File: config.mk
export PLATFORM = sky130hd
export DESIGN_NAME = maze_dfs_carver
export DESIGN_NICKNAME = d
export VERILOG_FILES = /design/src/rtl/maze_pkg.sv /design/src/rtl/maze_lfsr.sv /design/src/rtl/maze_dfs_carver.sv
export SDC_FILE = /design/constraint.sdc
export NUM_CORES = 2
export LEC_CHECK = 0
export BUFFER_PORTS_ARGS = -buffer_cell sky130_fd_sc_hd__buf_2
export CORE_ASPECT_RATIO = 1.4
export CORE_MARGIN = 5
export CORE_UTILIZATION = 25
export CTS_BUF_LIST = sky130_fd_sc_hd__clkbuf_4 sky130_fd_sc_hd__clkbuf_8
export DETAILED_ROUTE_END_ITERATION = 6
export PLACE_DENSITY = 0.51
export SYNTH_ARGS = -nofsm -noshare
export SYNTH_HDL_FRONTEND = slang
export SYNTH_SLANG_ARGS = --single-unit
File: constraint.sdc
create_clock -name clk -period 8.5 [get_ports clk]
set_clock_uncertainty 0.05 [all_clocks]
set_input_delay 0.425 -clock clk [delete_from_list [all_inputs] [get_ports clk]]
set_output_delay 0.425 -clock clk [all_outputs]
set_load 0.01 [all_outputs]
File: src/rtl/maze_pkg.sv
// maze_pkg -- shared definitions for the DFS maze carver.
//   state_t            : carver FSM state encoding
//   dir_t              : search direction encoding (0=up, 1=right, 2=down, 3=left)
//   CELL_WALL/CELL_PATH: values stored per cell in maze_data
//   LFSR_DEFAULT_SEED  : LFSR reset value, also substituted for a zero seed
//   LFSR_TAPS          : Galois feedback mask for x^16+x^14+x^13+x^11+1
package maze_pkg;

  typedef enum logic [2:0] {
    ST_IDLE  = 3'd0,
    ST_CLEAR = 3'd1,
    ST_PICK  = 3'd2,
    ST_CHECK = 3'd3,
    ST_CARVE = 3'd4,
    ST_POP   = 3'd5,
    ST_DONE  = 3'd6
  } state_t;

  typedef enum logic [1:0] {
    DIR_UP    = 2'd0,
    DIR_RIGHT = 2'd1,
    DIR_DOWN  = 2'd2,
    DIR_LEFT  = 2'd3
  } dir_t;

  localparam logic CELL_WALL = 1'b0;
  localparam logic CELL_PATH = 1'b1;

  localparam logic [15:0] LFSR_DEFAULT_SEED = 16'hACE1;
  // Right-shifting Galois form: bits for x^16, x^14, x^13, x^11.
  localparam logic [15:0] LFSR_TAPS = 16'hB400;

endpackage

File: src/rtl/maze_lfsr.sv
// maze_lfsr -- 16-bit Galois LFSR, polynomial x^16+x^14+x^13+x^11+1.
// Steps every clock; a load request replaces the step for that cycle.
// Ports:
//   clk        : rising-edge clock
//   rst_n      : asynchronous active-low reset (register <= LFSR_DEFAULT_SEED)
//   load       : load load_value instead of stepping
//   load_value : value to load
//   rnd        : two low-order register bits, used as a random direction
module maze_lfsr
  import maze_pkg::*;
(
  input  logic        clk,
  input  logic        rst_n,
  input  logic        load,
  input  logic [15:0] load_value,
  output logic [1:0]  rnd
);

  logic [15:0] lfsr_reg;

  always_ff @(posedge clk or negedge rst_n) begin
    if (!rst_n) begin
      lfsr_reg <= LFSR_DEFAULT_SEED;
    end else if (load) begin
      lfsr_reg <= load_value;
    end else begin
      lfsr_reg <= {1'b0, lfsr_reg[15:1]} ^ (lfsr_reg[0] ? LFSR_TAPS : 16'h0000);
    end
  end

  assign rnd = lfsr_reg[1:0];

endmodule

File: src/rtl/maze_dfs_carver.sv
// maze_dfs_carver -- carves a perfect maze (spanning tree over the odd/odd
// node grid) with an iterative randomized depth-first search.
// Ports:
//   clk, rst_n       : rising-edge clock, asynchronous active-low reset
//   start            : one-cycle generate request (accepted in IDLE or DONE)
//   seed             : LFSR seed, sampled with start (0 means LFSR_DEFAULT_SEED)
//   start_x, start_y : first node, sampled with start; must be an odd node coordinate
//   busy             : high from accept until done
//   done             : one-cycle pulse when generation completes
//   err              : one-cycle pulse when start is rejected for a bad coordinate
//   maze_data        : cell (x,y) at bit x+MAZE_W*y, 1=path, 0=wall
//   carved_cnt       : number of path cells set so far
module maze_dfs_carver
  import maze_pkg::*;
#(
  parameter int MAZE_W = 16,
  parameter int MAZE_H = 16,
  parameter int CW     = 6
) (
  input  logic                     clk,
  input  logic                     rst_n,
  input  logic                     start,
  input  logic [15:0]              seed,
  input  logic [CW-1:0]            start_x,
  input  logic [CW-1:0]            start_y,
  output logic                     busy,
  output logic                     done,
  output logic                     err,
  output logic [MAZE_W*MAZE_H-1:0] maze_data,
  output logic [15:0]              carved_cnt
);

  localparam int NODES = ((MAZE_W - 1) / 2) * ((MAZE_H - 1) / 2);
  localparam int CELLS = MAZE_W * MAZE_H;
  localparam int IW    = $clog2(CELLS);
  localparam int AW    = (NODES > 1) ? $clog2(NODES) : 1;
  localparam int SPW   = $clog2(NODES + 1);
  localparam int CW1   = CW + 1;

  // Neighbour arithmetic is done one bit wider so cur-2 at the left/top
  // edge becomes a huge value that fails the upper bound, never wraps onto
  // a real cell.
  localparam logic [CW:0]    NODE_MIN   = CW1'(1);
  localparam logic [CW:0]    NODE_X_MAX = CW1'(MAZE_W - 2);
  localparam logic [CW:0]    NODE_Y_MAX = CW1'(MAZE_H - 2);
  localparam logic [CW:0]    STEP       = CW1'(2);
  localparam logic [CW-1:0]  X_LIM      = CW'(MAZE_W - 1);
  localparam logic [CW-1:0]  Y_LIM      = CW'(MAZE_H - 1);
  localparam logic [SPW-1:0] SP_ONE     = SPW'(1);

  state_t            state;
  dir_t              dir;
  logic [CW-1:0]     cur_x;
  logic [CW-1:0]     cur_y;
  logic [SPW-1:0]    sp;
  logic [2*CW-1:0]   stack [NODES];
  logic [2*CW-1:0]   stack_top;
  logic [SPW-1:0]    sp_dec;

  logic              accept;
  logic              start_ok;
  logic [15:0]       load_value;
  logic [1:0]        rnd;

  logic [CW:0]       tgt_x [4];
  logic [CW:0]       tgt_y [4];
  logic [3:0]        free;
  logic [CW:0]       mid_x;
  logic [CW:0]       mid_y;
  logic              scan_found;
  dir_t              scan_dir;
  logic [1:0]        probe;

  function automatic logic [IW-1:0] cell_idx(input logic [CW:0] x, input logic [CW:0] y);
    logic [31:0] lin;
    lin = 32'(x) + 32'(MAZE_W) * 32'(y);
    return lin[IW-1:0];
  endfunction

  assign accept     = start && (state == ST_IDLE || state == ST_DONE);
  assign start_ok   = start_x[0] && start_y[0] && (start_x < X_LIM) && (start_y < Y_LIM);
  assign load_value = (seed == 16'h0000) ? LFSR_DEFAULT_SEED : seed;

  maze_lfsr u_lfsr (
    .clk        (clk),
    .rst_n      (rst_n),
    .load       (accept),
    .load_value (load_value),
    .rnd        (rnd)
  );

  // Candidate target and "unvisited node" flag for each of the four directions.
  for (genvar gi = 0; gi < 4; gi++) begin : g_dir
    localparam dir_t D = dir_t'(gi);
    logic [CW:0] tx;
    logic [CW:0] ty;
    logic        in_range;

    assign tx = (D == DIR_RIGHT) ? {1'b0, cur_x} + STEP :
                (D == DIR_LEFT)  ? {1'b0, cur_x} - STEP : {1'b0, cur_x};
    assign ty = (D == DIR_DOWN)  ? {1'b0, cur_y} + STEP :
                (D == DIR_UP)    ? {1'b0, cur_y} - STEP : {1'b0, cur_y};
    assign in_range = (tx >= NODE_MIN) && (tx <= NODE_X_MAX) &&
                      (ty >= NODE_MIN) && (ty <= NODE_Y_MAX);
    assign free[gi]  = in_range && (maze_data[cell_idx(tx, ty)] == CELL_WALL);
    assign tgt_x[gi] = tx;
    assign tgt_y[gi] = ty;
  end

  // The dir, dir+1, dir+2, dir+3 rotation is resolved in a single CHECK
  // cycle: the first free direction in that order is the one the step-by-step
  // search would reach, and no free direction means all four tries fail.
  always_comb begin
    scan_found = 1'b0;
    scan_dir   = dir;
    probe      = dir;
    for (int k = 0; k < 4; k++) begin
      probe = dir + 2'(k);
      if (!scan_found && free[probe]) begin
        scan_found = 1'b1;
        scan_dir   = dir_t'(probe);
      end
    end
  end

  // Corridor cell is halfway between cur and target.
  assign mid_x = ({1'b0, cur_x} + tgt_x[dir]) >> 1;
  assign mid_y = ({1'b0, cur_y} + tgt_y[dir]) >> 1;

  assign sp_dec    = sp - SP_ONE;
  assign stack_top = stack[sp_dec[AW-1:0]];

  // Return stack: no reset needed, only entries below sp are ever read.
  always_ff @(posedge clk) begin
    if (state == ST_CARVE) begin
      stack[sp[AW-1:0]] <= {cur_x, cur_y};
    end
  end

  always_ff @(posedge clk or negedge rst_n) begin
    if (!rst_n) begin
      state      <= ST_IDLE;
      dir        <= DIR_UP;
      cur_x      <= '0;
      cur_y      <= '0;
      sp         <= '0;
      busy       <= 1'b0;
      done       <= 1'b0;
      err        <= 1'b0;
      maze_data  <= '0;
      carved_cnt <= '0;
    end else begin
      done <= 1'b0;
      err  <= 1'b0;
      case (state)
        ST_IDLE, ST_DONE: begin
          if (start) begin
            if (start_ok) begin
              // Start coordinate is captured here so CLEAR can use it
              // even though the start inputs may have moved on.
              cur_x <= start_x;
              cur_y <= start_y;
              busy  <= 1'b1;
              state <= ST_CLEAR;
            end else begin
              err   <= 1'b1;
              state <= ST_IDLE;
            end
          end
        end
        ST_CLEAR: begin
          maze_data <= '0;
          maze_data[cell_idx({1'b0, cur_x}, {1'b0, cur_y})] <= CELL_PATH;
          sp         <= '0;
          carved_cnt <= 16'd1;
          state      <= ST_PICK;
        end
        ST_PICK: begin
          dir   <= dir_t'(rnd);
          state <= ST_CHECK;
        end
        ST_CHECK: begin
          if (scan_found) begin
            dir   <= scan_dir;
            state <= ST_CARVE;
          end else begin
            state <= ST_POP;
          end
        end
        ST_CARVE: begin
          maze_data[cell_idx(mid_x, mid_y)]           <= CELL_PATH;
          maze_data[cell_idx(tgt_x[dir], tgt_y[dir])] <= CELL_PATH;
          sp         <= sp + SP_ONE;
          cur_x      <= tgt_x[dir][CW-1:0];
          cur_y      <= tgt_y[dir][CW-1:0];
          carved_cnt <= carved_cnt + 16'd2;
          state      <= ST_PICK;
        end
        ST_POP: begin
          if (sp == '0) begin
            done  <= 1'b1;
            busy  <= 1'b0;
            state <= ST_DONE;
          end else begin
            cur_x <= stack_top[2*CW-1:CW];
            cur_y <= stack_top[CW-1:0];
            sp    <= sp_dec;
            state <= ST_PICK;
          end
        end
        default: state <= ST_IDLE;
      endcase
    end
  end

endmodule

==> results.txt <==
Clk buf depth - 3
Yosys top cell area share - 38.37%
Crit path cell chain - inv_2 > ha_1 > buf_4 > xnor2_1 > a21o_1 > inv_1 > ha_1 > a21oi_1 > o21bai_1 > a21oi_1 > xnor2_1 > ha_1 > fa_1 > nand2b_1 > nor3_2 > a221oi_1 > o21ai_0
Slew Limit Fails - 0
Via count - 36230
Setup CP Type - flop to flop
Total GRT Usage - 19.50%
Largest cells by area after synthesis - edfxtp_1 38%, dfrtp_1 17%, mux4_2 14%, a221oi_1 4.9%, a22oi_1 2.9%
Avg Inst Size Synth - 13.70 um2
Most frequent cells after synthesis - 588 x edfxtp_1, 306 x dfrtp_1, 282 x mux4_2
1st-iter DRT viols - 5017
Synth-to-layout area growth - 17.95%
Worst Path Arrival - 7.06 ns
Setup Fix Bufs, Post-CTS - 0
Max stage delay cell, worst path - nor3_2
Max Cap Viol - 0
Post-DP HPWL - 128300 um
Cell accounting for the most synthesized area - edfxtp_1
Max reg flops - 588
Chip Height - 517.6 um
Initial antenna violation count - 9
Die extent in x - 372.6 um
Post-synth design cell area - 46010 um2
Placer Congestion - 0.9634
Setup crit start kind - flop
FP Rows - 186
RSZ-0062 raised after global routing - no
Root buffer cell - clkbuf_8
First-pass GRT wire length - 273300 um
Drt first pass iters - 6
Clock sinks - 902
Syn_nets - 3434
Outcome - completed
Most frequent CP cell - ha_1
Worst-path clk slew - 0.06 ns
CTS tree - yes
Peak Freq - 157.9 MHz
CTS H-tree lvls - 4
Yosys synthesis warning count - 0
Setup TNS - 0 ns
Syn Inst Count - 3358
Antenna Nets Post-Route - 0
FF-to-FF Start - cur_x[1]$_DFFE_PN0P_
Fin crit share - 74.51%
Cell family with most CP delay - adder cells
Drt drc - 0
Port bufs - 305
IO Count - 306
Final #Nets - 3776
Post-synthesis sequential area ratio - 55.47%
Layout cells sized above 1 - 29.96%
PostCTS Resize Cnt - 0
Setup Viol. Count Final - 0
Final WL - 194800 um
Worst skew pair latency - 0.89 ns
R2R Setup Slk - 2.17 ns
DIE AREA - 192900 um2
Relative slew slack - 2.562%
Depth of the most critical reg-to-reg path - 17
Max incr delay on CP - 1.00 ns
Minimum clock period - 6.333 ns
Critical Path Fanout Max - 54
Hold WC Path Type - input pin to async pin
Cell variety after synth - 90
Count leader, synth - edfxtp_1
Vias in the first global route - 35541
WP buf/inv - 3
Ys flop type - edfxtp_1
Seq cells post-synth - 902
Final Hold Fails - 0
DR vias/cell - 5.784
Worst-margin pin slew - 1.462 ns
Initial Utilization - 25.09%
Worst setup EP type - flop
Crit Reg-Reg Endpoint - maze_data[219]$_DFFE_PN0P_
Drt wl/cell - 31.10 um
Largest net degree at the start of global routing - 234
Post-synth EDFFs - 588
Grt total ovfl - 0
Core Box Area - 183400 um2
CP required - 9.23 ns
Asr flop ratio synth - 34.81%
Num CTS Buffers - 153
==> layer usage <==
metal | part of all wire, % | vias up | global-route usage, %
met2 | 45 | 2545 | 29.88
met4 | 8.1 | 2 | 12.84
met5 | 0.0062 | - | 0
met3 | 11 | 659 | 5.879
li1 | - | 14559 | -
met1 | 36 | 18465 | 23.70
==> cell families (layout without fill, tap and decap cells) <==
kind of cell,after synthesis,in the layout,share of synthesized area [%]
compound gates,972,972,15.67
mux,423,423,17.13
buf+inv,316,766,3.010
simple gates,643,643,6.284
other cells,0,12,0
flops,902,902,55.47
fa+ha+maj,46,46,1.343
xor+xnor,56,56,1.099
==> area by class of cell <==
cell class,count,area (um2)
Fill cell,18666,129100
Sequential cell,902,25550
Multi-Input combinational cell,2140,19470
Tap cell,2444,3058
Timing Repair Buffer,474,2958
Clock buffer,223,2700
Clock inverter,40,397.9
Inverter,29,108.9
Antenna cell,12,30.03
==> worst max-delay path by stage <==
stage / from / cells after the start / to / slack (ns)
after global placement: cur_x[3]$_DFFE_PN0P_ / 16 / dir[1]$_DFFE_PN0P_ / 2.36
after floorplan: cur_x[2]$_DFFE_PN0P_ / 25 / maze_data[14]$_DFFE_PN0P_ / 2.22
after CTS: cur_x[1]$_DFFE_PN0P_ / 17 / maze_data[219]$_DFFE_PN0P_ / 2.26
after global routing: cur_x[1]$_DFFE_PN0P_ / 18 / maze_data[210]$_DFFE_PN0P_ / 1.77
final: cur_x[1]$_DFFE_PN0P_ / 17 / maze_data[219]$_DFFE_PN0P_ / 2.17
after detailed placement: cur_x[3]$_DFFE_PN0P_ / 16 / dir[1]$_DFFE_PN0P_ / 2.32
==> stage by stage <==
stage                     utilization (%)  cells  cell area (um2)  setup slack (ns)  hold slack, ns
after CTS                           29.58   6252            54240             2.260         0.05888
after global placement              27.75   5963            50880             2.364          0.3947
after global routing                29.59   6260            54260             1.771          0.1833
after detailed placement            27.75   5963            50880             2.321          0.3971
final                               29.59   6264            54270             2.167          0.1989
after floorplan                         -   3358            46010             2.221         0.07941
==> timing repair <==
action,4_1_cts,5_1_grt
hold endpoints to repair,132,0
hold buffers,26,0
endpoints found under the setup margin,0,0
==> cell usage in the layout (no fill, tap or decap), types with 69 or more instances in the layout <==
cell type,Yosys,routed
o221ai_1,99,99
a21oi_1,69,69
a22oi_1,179,179
edfxtp_1,588,588
buf_2,27,304
o21ai_0,208,208
buf_4,5,136
clkbuf_8,0,164
nand2_1,250,249
dfrtp_1,306,293
a221oi_1,260,260
mux4_2,282,282
mux2i_1,71,71
nor2_1,177,152
Power is not shown: default switching activity piles up to over one toggle a cycle in this logic, so the estimate is an artifact.
